## config.mk

```make
export PLATFORM = sky130hd
export DESIGN_NAME = vending_fsm_param
export DESIGN_NICKNAME = d
export VERILOG_FILES = /design/src/rtl/vending_fsm_param.sv
export SDC_FILE = /design/constraint.sdc
export NUM_CORES = 1
export LEC_CHECK = 0
export BUFFER_PORTS_ARGS = -buffer_cell sky130_fd_sc_hd__buf_4
export CORE_UTILIZATION = 45
export DETAILED_ROUTE_END_ITERATION = 10
export PLACE_DENSITY = 0.68
export SYNTH_ARGS = -nofsm -noshare
export SYNTH_HDL_FRONTEND = slang
export SYNTH_SLANG_ARGS = --single-unit
```

## constraint.sdc

```tcl
create_clock -name clk -period 2.92 [get_ports clk]
set_input_delay 0.146 -clock clk [delete_from_list [all_inputs] [get_ports clk]]
set_output_delay 0.146 -clock clk [all_outputs]
set_load 0.02 [all_outputs]
```

## src/rtl/vending_fsm_param.sv

```systemverilog
// Parametrised coin-accumulating vending controller.
// Accepts five- and ten-coins against PRICE, holds done/change outputs for
// HOLD_CYCLES cycles after a dispense or refund, and counts completed sales.
module vending_fsm_param #(
  parameter int unsigned PRICE       = 3,
  parameter int unsigned HOLD_CYCLES = 4,
  parameter int unsigned CREDIT_W    = 4,
  parameter int unsigned SALES_W     = 8
) (
  input  logic                clk,
  input  logic                rst,
  input  logic                five,
  input  logic                ten,
  input  logic                cancel,
  output logic [CREDIT_W-1:0] credit,
  output logic                done,
  output logic                change,
  output logic [CREDIT_W-1:0] change_amt,
  output logic                reject,
  output logic                busy,
  output logic [SALES_W-1:0]  sales
);

  // Hold counter only needs to reach HOLD_CYCLES-1; one extra bit keeps coin sums from overflowing.
  localparam int unsigned HOLD_W = (HOLD_CYCLES > 1) ? $clog2(HOLD_CYCLES) : 1;
  localparam int unsigned SUM_W  = CREDIT_W + 1;

  typedef enum logic [1:0] {
    IDLE     = 2'd0,
    COLLECT  = 2'd1,
    DISPENSE = 2'd2,
    REFUND   = 2'd3
  } state_t;

  state_t              state_q, state_d;
  logic [CREDIT_W-1:0] credit_q, credit_d;
  logic                done_q, done_d;
  logic                change_q, change_d;
  logic [CREDIT_W-1:0] amt_q, amt_d;
  logic                reject_q, reject_d;
  logic                busy_q, busy_d;
  logic [SALES_W-1:0]  sales_q, sales_d;
  logic [HOLD_W-1:0]   hold_q, hold_d;

  logic                coin_any;
  logic [SUM_W-1:0]    coin_val;
  logic [SUM_W-1:0]    new_credit;

  // Coin decode: five takes priority when both pulses coincide.
  always_comb begin
    coin_any   = five | ten;
    coin_val   = five ? SUM_W'(1) : (ten ? SUM_W'(2) : SUM_W'(0));
    new_credit = SUM_W'(credit_q) + coin_val;
  end

  // Next-state and next-output logic.
  always_comb begin
    state_d  = state_q;
    credit_d = credit_q;
    done_d   = done_q;
    change_d = change_q;
    amt_d    = amt_q;
    reject_d = 1'b0;
    sales_d  = sales_q;
    hold_d   = hold_q;

    case (state_q)
      IDLE, COLLECT: begin
        done_d   = 1'b0;
        change_d = 1'b0;
        amt_d    = '0;
        hold_d   = '0;
        if (cancel && (state_q == COLLECT)) begin
          // Cancel wins over any coin in the same cycle; refund the pre-coin credit.
          state_d  = REFUND;
          change_d = 1'b1;
          amt_d    = credit_q;
          credit_d = '0;
          hold_d   = HOLD_W'(HOLD_CYCLES - 1);
          reject_d = coin_any;
        end else if (coin_any) begin
          reject_d = five & ten;
          if (new_credit >= SUM_W'(PRICE)) begin
            state_d  = DISPENSE;
            done_d   = 1'b1;
            amt_d    = CREDIT_W'(new_credit - SUM_W'(PRICE));
            change_d = (new_credit != SUM_W'(PRICE));
            credit_d = '0;
            hold_d   = HOLD_W'(HOLD_CYCLES - 1);
            sales_d  = sales_q + SALES_W'(1);
          end else begin
            state_d  = COLLECT;
            credit_d = CREDIT_W'(new_credit);
          end
        end
      end

      DISPENSE, REFUND: begin
        // Coins are refused while busy; cancel is ignored.
        reject_d = coin_any;
        credit_d = '0;
        if (hold_q == '0) begin
          state_d  = IDLE;
          done_d   = 1'b0;
          change_d = 1'b0;
          amt_d    = '0;
        end else begin
          hold_d = hold_q - HOLD_W'(1);
        end
      end

      default: begin
        state_d  = IDLE;
        credit_d = '0;
        done_d   = 1'b0;
        change_d = 1'b0;
        amt_d    = '0;
        hold_d   = '0;
      end
    endcase

    busy_d = (state_d == DISPENSE) || (state_d == REFUND);
  end

  // State and output registers with synchronous reset.
  always_ff @(posedge clk) begin
    if (rst) begin
      state_q  <= IDLE;
      credit_q <= '0;
      done_q   <= 1'b0;
      change_q <= 1'b0;
      amt_q    <= '0;
      reject_q <= 1'b0;
      busy_q   <= 1'b0;
      sales_q  <= '0;
      hold_q   <= '0;
    end else begin
      state_q  <= state_d;
      credit_q <= credit_d;
      done_q   <= done_d;
      change_q <= change_d;
      amt_q    <= amt_d;
      reject_q <= reject_d;
      busy_q   <= busy_d;
      sales_q  <= sales_d;
      hold_q   <= hold_d;
    end
  end

  assign credit     = credit_q;
  assign done       = done_q;
  assign change     = change_q;
  assign change_amt = amt_q;
  assign reject     = reject_q;
  assign busy       = busy_q;
  assign sales      = sales_q;

endmodule
```

**Word level (Yosys, flattened, before mapping)**

Cells that the tools add are included.

- Output and inout port bits: 20
- ROM bits: 0
- Memory bits (writable): 0
- Latch bits: 0
- Register bits: 24
- Memories kept: 0
- Logic and storage cells: 66
- Input port bits: 5

- Reduce and logical (&&, ||, !) cells: 7
- $mul: 0
- Add/sub/neg operators: 4
- Magnitude comparators: 1
- Bitwise logic cells: 3
- Shift operators: 0
- Equality and inequality tests: 9
- Muxes and demuxes: 33
- Divide/modulo/power cells: 0

Operators with widths:

| kind | number |
|---|---|
| 4-bit 2-to-1 mux | 7 |
| 2-bit 2-to-1 mux | 10 |
| 4-bit case mux with 2 select lines | 2 |
| 1-bit 2-to-1 mux | 9 |
| 8-bit by 1-bit adder with 8-bit output, second input constant | 1 |
| 2-bit equality test, second input constant | 4 |
| 2-bit case mux with 2 select lines | 2 |
| 1-bit case mux with 2 select lines | 3 |
| 4-bit by 2-bit adder with 5-bit output | 1 |
| 5-bit by 2-bit greater-or-equal comparator with 1-bit output, second input constant | 1 |
| 5-bit by 2-bit inequality test with 1-bit output, second input constant | 1 |
| 2-bit zero test | 2 |
| 2-bit inequality test, second input constant | 2 |
| 4-bit AND reduction | 1 |
| 2-bit OR reduction | 2 |
| 4-bit by 2-bit subtractor with 4-bit output, second input constant | 1 |
| 3-bit inequality test, second input constant | 1 |
| 2-bit by 1-bit equality test with 1-bit output, second input constant | 1 |
| 2-bit by 1-bit subtractor with 2-bit output, second input constant | 1 |
| 1-bit AND | 1 |
| 1-bit logical AND | 1 |
| 1-bit logical OR | 1 |
| 1-bit inverter | 1 |
| 1-bit bitwise OR | 1 |

**Logic depth before layout (Yosys ltp)**

- Word-level depth: 10
- Mapped depth: 8
- Mapped depth without buffers: 8

**Least setup slack after synthesis**

Ideal clock, no wire load.

- Path kind: register to register
- From: register credit_q[0] (netlist: credit[0])
- To: register sales_q[7] (netlist: sales[7])
- Required time: 2.799 ns
- Period minus slack after synthesis: 2.455 ns
- Cell stages (with the launch flop): 8
- Slack: 0.465 ns
- Setup time: 0.121 ns
- Data arrival time: 2.334 ns
- Buffers on the path: 0
- Path through: dfxtp_1 -> ha_1 -> fa_1 -> ha_1 -> a21oi_1 -> a21o_1 -> nor3_1 -> mux2_2

- Word-level cells in the longest chain between the ends: 3

Ends and longest elaborated chain:

| element | RTL line | text |
|---|---|---|
| from (decl) | 36 | `logic [CREDIT_W-1:0] credit_q, credit_d;` |
| from (signal assigned) | 139 | `credit_q <= credit_d;` |
| 4-bit by 2-bit adder with 5-bit output | 53 | `new_credit = SUM_W'(credit_q) + coin_val;` |
| 5-bit by 2-bit greater-or-equal comparator with 1-bit output | 83 | `if (new_credit >= SUM_W'(PRICE)) begin` |
| 4-bit AND reduction (no line) | n/a |  |
| to (signal assigned) | 145 | `sales_q <= sales_d;` |
| to (decl) | 42 | `logic [SALES_W-1:0] sales_q, sales_d;` |

Every way passes these cells.
A chain may end at the register's enable or synchronous reset.

**Worst setup path in the final report**

Same ends and word-level chain as after synthesis.

==> flow_summary.yaml <==
outcome:
  status: "completed"
yosys:
  synthFlopType: "dfxtp_1"
  postSynth.asyncResetShare_pct: 0
  synth_top_family_by_area: "compound AO/OA/AOI/OAI gates"
  ys_seq_elements: 24
  ys_warn_count: 0
  syn_area_per_cell_um2: 8.86
  synth_area_um2: 1220
  synthesis.nets: 149
  ys_types: 36
  synth_xor_area_share_pct: 5.73
  yosysSeqAreaShare_pct: 39.3
  synthSimpleGateAreaFrac_pct: 19.9
  synth_fa_ha_area_share_pct: 6.76
  synth-edff-count: 0
  synthMuxAreaShare_pct: 0.921
  synth_cells: 138
  synth_compound_area_share_pct: 21.4
routing:
  drc: 0
  dr_total_vias: 1062
  first_pass_iters: 5
  routed_via_density: 5.59
  postRouteAntennaNets: 0
  wl_um: 2620
  detail_route.iter0.violations: 34
  wl_per_cell_um: 13.8
clock_tree:
  clock_latency_ns: 0.32
  post_cts_buffers: 0
  cts.clk_slew.worst_paths_ns: 0.14
  cts_sinks: 24
  ctsResizeCount: 0
  ctsHoldBuffers: 0
  cts_root_buf: "clkbuf_4"
  cts_buffers: 3
  clock_path_buffers: 2
  cts_tree: "done"
  htree_levels: 1
cells_and_area:
  finalNonFillerCells: 190
  multi_input_area_um2: 668
  seq_area_um2: 480
  final_common_cell: "buf_4"
  final_util_pct: 57.1
  design_area_um2: 1440
  drive_above_1_share_pct: 20.6
  nets: 172
  antenna_cells: 0
  mostFrequentLayoutCells: "25 x buf_4, 24 x dfxtp_1, 15 x nor2_1"
  area_growth_pct: 17.8
  fillCellCount: 229
timing:
  timing.final.crit_period_ns: 2.52
  final_hold_viol_count: 0
  finalMaxSlewViolations: 0
  relSlewSlack_pct: 59.8
  holdWs_ns: 0.0929
  max_freq_mhz: 398
  final.setup_skew_ns: 0.00271
  setup_viol: 0
  post-route-period-util_pct: 86.1
  rsz0062_at_grt: "no"
  layout_setup_ws_ns: 0.405
  worst_pin_slew_ns: 0.598
  fin_setup_tns_ns: 0
placed_design:
  dpl.hpwl_um: 1860
  post-place-ws_ns: 0.471
  postPlaceCellArea_um2: 1400
  post-place-cells: 186
  portBuffers: 24
  gp_congestion: 0.811
setup_path:
  cp.arrival_ns: 2.75
  critPathBufInv: 1
  rr_startpoint: "credit[0]"
  endpoint_kind: "flip-flop"
  crit_chain: "ha_1 > fa_1 > ha_1 > a21oi_1 > buf_4 > a21o_1 > nor3_1 > mux2_2"
  crit_slowest_cell: "fa_1"
  path_depth: 8
  worst-r2r-setup-slack_ns: 0.40
  critPathTopFamily: "adder cells"
  crit_type: "flip-flop to flip-flop"
  max_stage_delay_ns: 0.56
  crit_top_cell: "ha_1"
  r2r_end: "sales[7]"
  worstPathMaxFanout: 9
  start_kind: "flip-flop"
  r2r_cells: 8
  critPathRequiredTime_ns: 3.15
floorplan:
  core_um2: 2520
  dieArea_um2: 2930
  rows: 18
  start_util_pct: 48.5
  die_height_um: 54.1
  ios: 25
  fp.dieW_um: 54.1
pwr:
  power_density_nw_per_um2: 679
  p_leak_nw: 0.576
  ir_worst_vdd_v: 0.000482
  power_mw: 0.978
min_path:
  worstHoldPathType: "primary input to flip-flop"
  min_to: "reject"
  hold_depth: 3
  hold_start: "ten"
global_routing:
  grt_pass1_wl_um: 4070
  globalRouteOverflowTotal: 0
  grt_usage_pct: 19.7
  grt_max_degree: 24
  antenna_found_initial: 0
  first_global_vias: 935
run:
  maxCapViolCount: 0
-- where the power goes --
group	internal [mW]	total (mW)	switching, mW
clock	0.0763	0.182	0.106
sequential	0.377	0.420	0.0430
combinational	0.162	0.376	0.214
-- worst register-to-register path: stages, from the launching register on --
cell and delay, ns:
dfxtp_1 0.37, ha_1 0.22, fa_1 0.56, ha_1 0.23
a21oi_1 0.06, buf_4 0.17, a21o_1 0.22, nor3_1 0.25
mux2_2 0.36
-- synthesized netlist by cell type, types with 2 or more instances --
master | number | area [um2]
nand2b_1 | 2 | 12.5
inv_1 | 8 | 30.0
xnor2_1 | 7 | 61.3
a21oi_1 | 11 | 55.1
nor2_1 | 15 | 56.3
o21ai_0 | 3 | 15.0
buf_2 | 2 | 10.0
ha_1 | 5 | 62.6
a222oi_1 | 3 | 30.0
nor3_1 | 3 | 15.0
nand2_1 | 9 | 33.8
dfxtp_1 | 24 | 480
a32o_1 | 2 | 20.0
a221oi_1 | 2 | 17.5
a21o_1 | 2 | 15.0
nand3_1 | 4 | 20.0
a211oi_1 | 7 | 52.6
buf_6 | 2 | 22.5
and2_1 | 5 | 31.3
nor2b_1 | 4 | 25.0
clkbuf_1 | 3 | 11.3
-- metal layers --
metal / share of wire [%] / global-route usage [%] / wire length, um / vias up
li1: - / - / - / 531
met1: 48 / 25.3 / 1250 / 497
met2: 46 / 32.7 / 1220 / 29
met3: 4.3 / 2.82 / 114 / 5
met4: 1.4 / 7.69 / 38 / 0
met5: 0 / 0 / 0 / -
-- final cells by class --
class                   instances  area share [%]
repair buffers                 25            13.0
multi-input cells              99            46.4
clock buffers                   4            2.52
flip-flops and latches         24            33.4
well taps                      30            2.61
inverters                       8            2.09
-- cell families (layout without fill, tap and decap cells) --
kind of cell             Yosys count  in the layout
AND/OR/NAND/NOR                   49             49
AO/OA/AOI/OAI                     35             35
flip-flops                        24             24
buffers and inverters             15             37
XOR/XNOR                           8              8
adder cells (fa/ha/maj)            6              6
multiplexers                       1              1
-- flip-flops by register name, indices dropped and copies added (netlist names) --
name,cells
reject,1
hold_q,2
done,1
busy,1
state_q,2
credit,4
sales,8
change,1
change_amt,4
-- worst max-delay path by stage --
stage | endpoint | slack, ns | start
global route | sales[7] | 0.28 | credit[0]
detailed placement | sales[7] | 0.47 | credit[0]
CTS | sales[7] | 0.41 | credit[0]
floorplan | sales[7] | 0.47 | credit[0]
finish | sales[7] | 0.40 | credit[0]
global placement | sales[7] | 0.55 | credit[0]
Power figures use the tool's default switching activity.
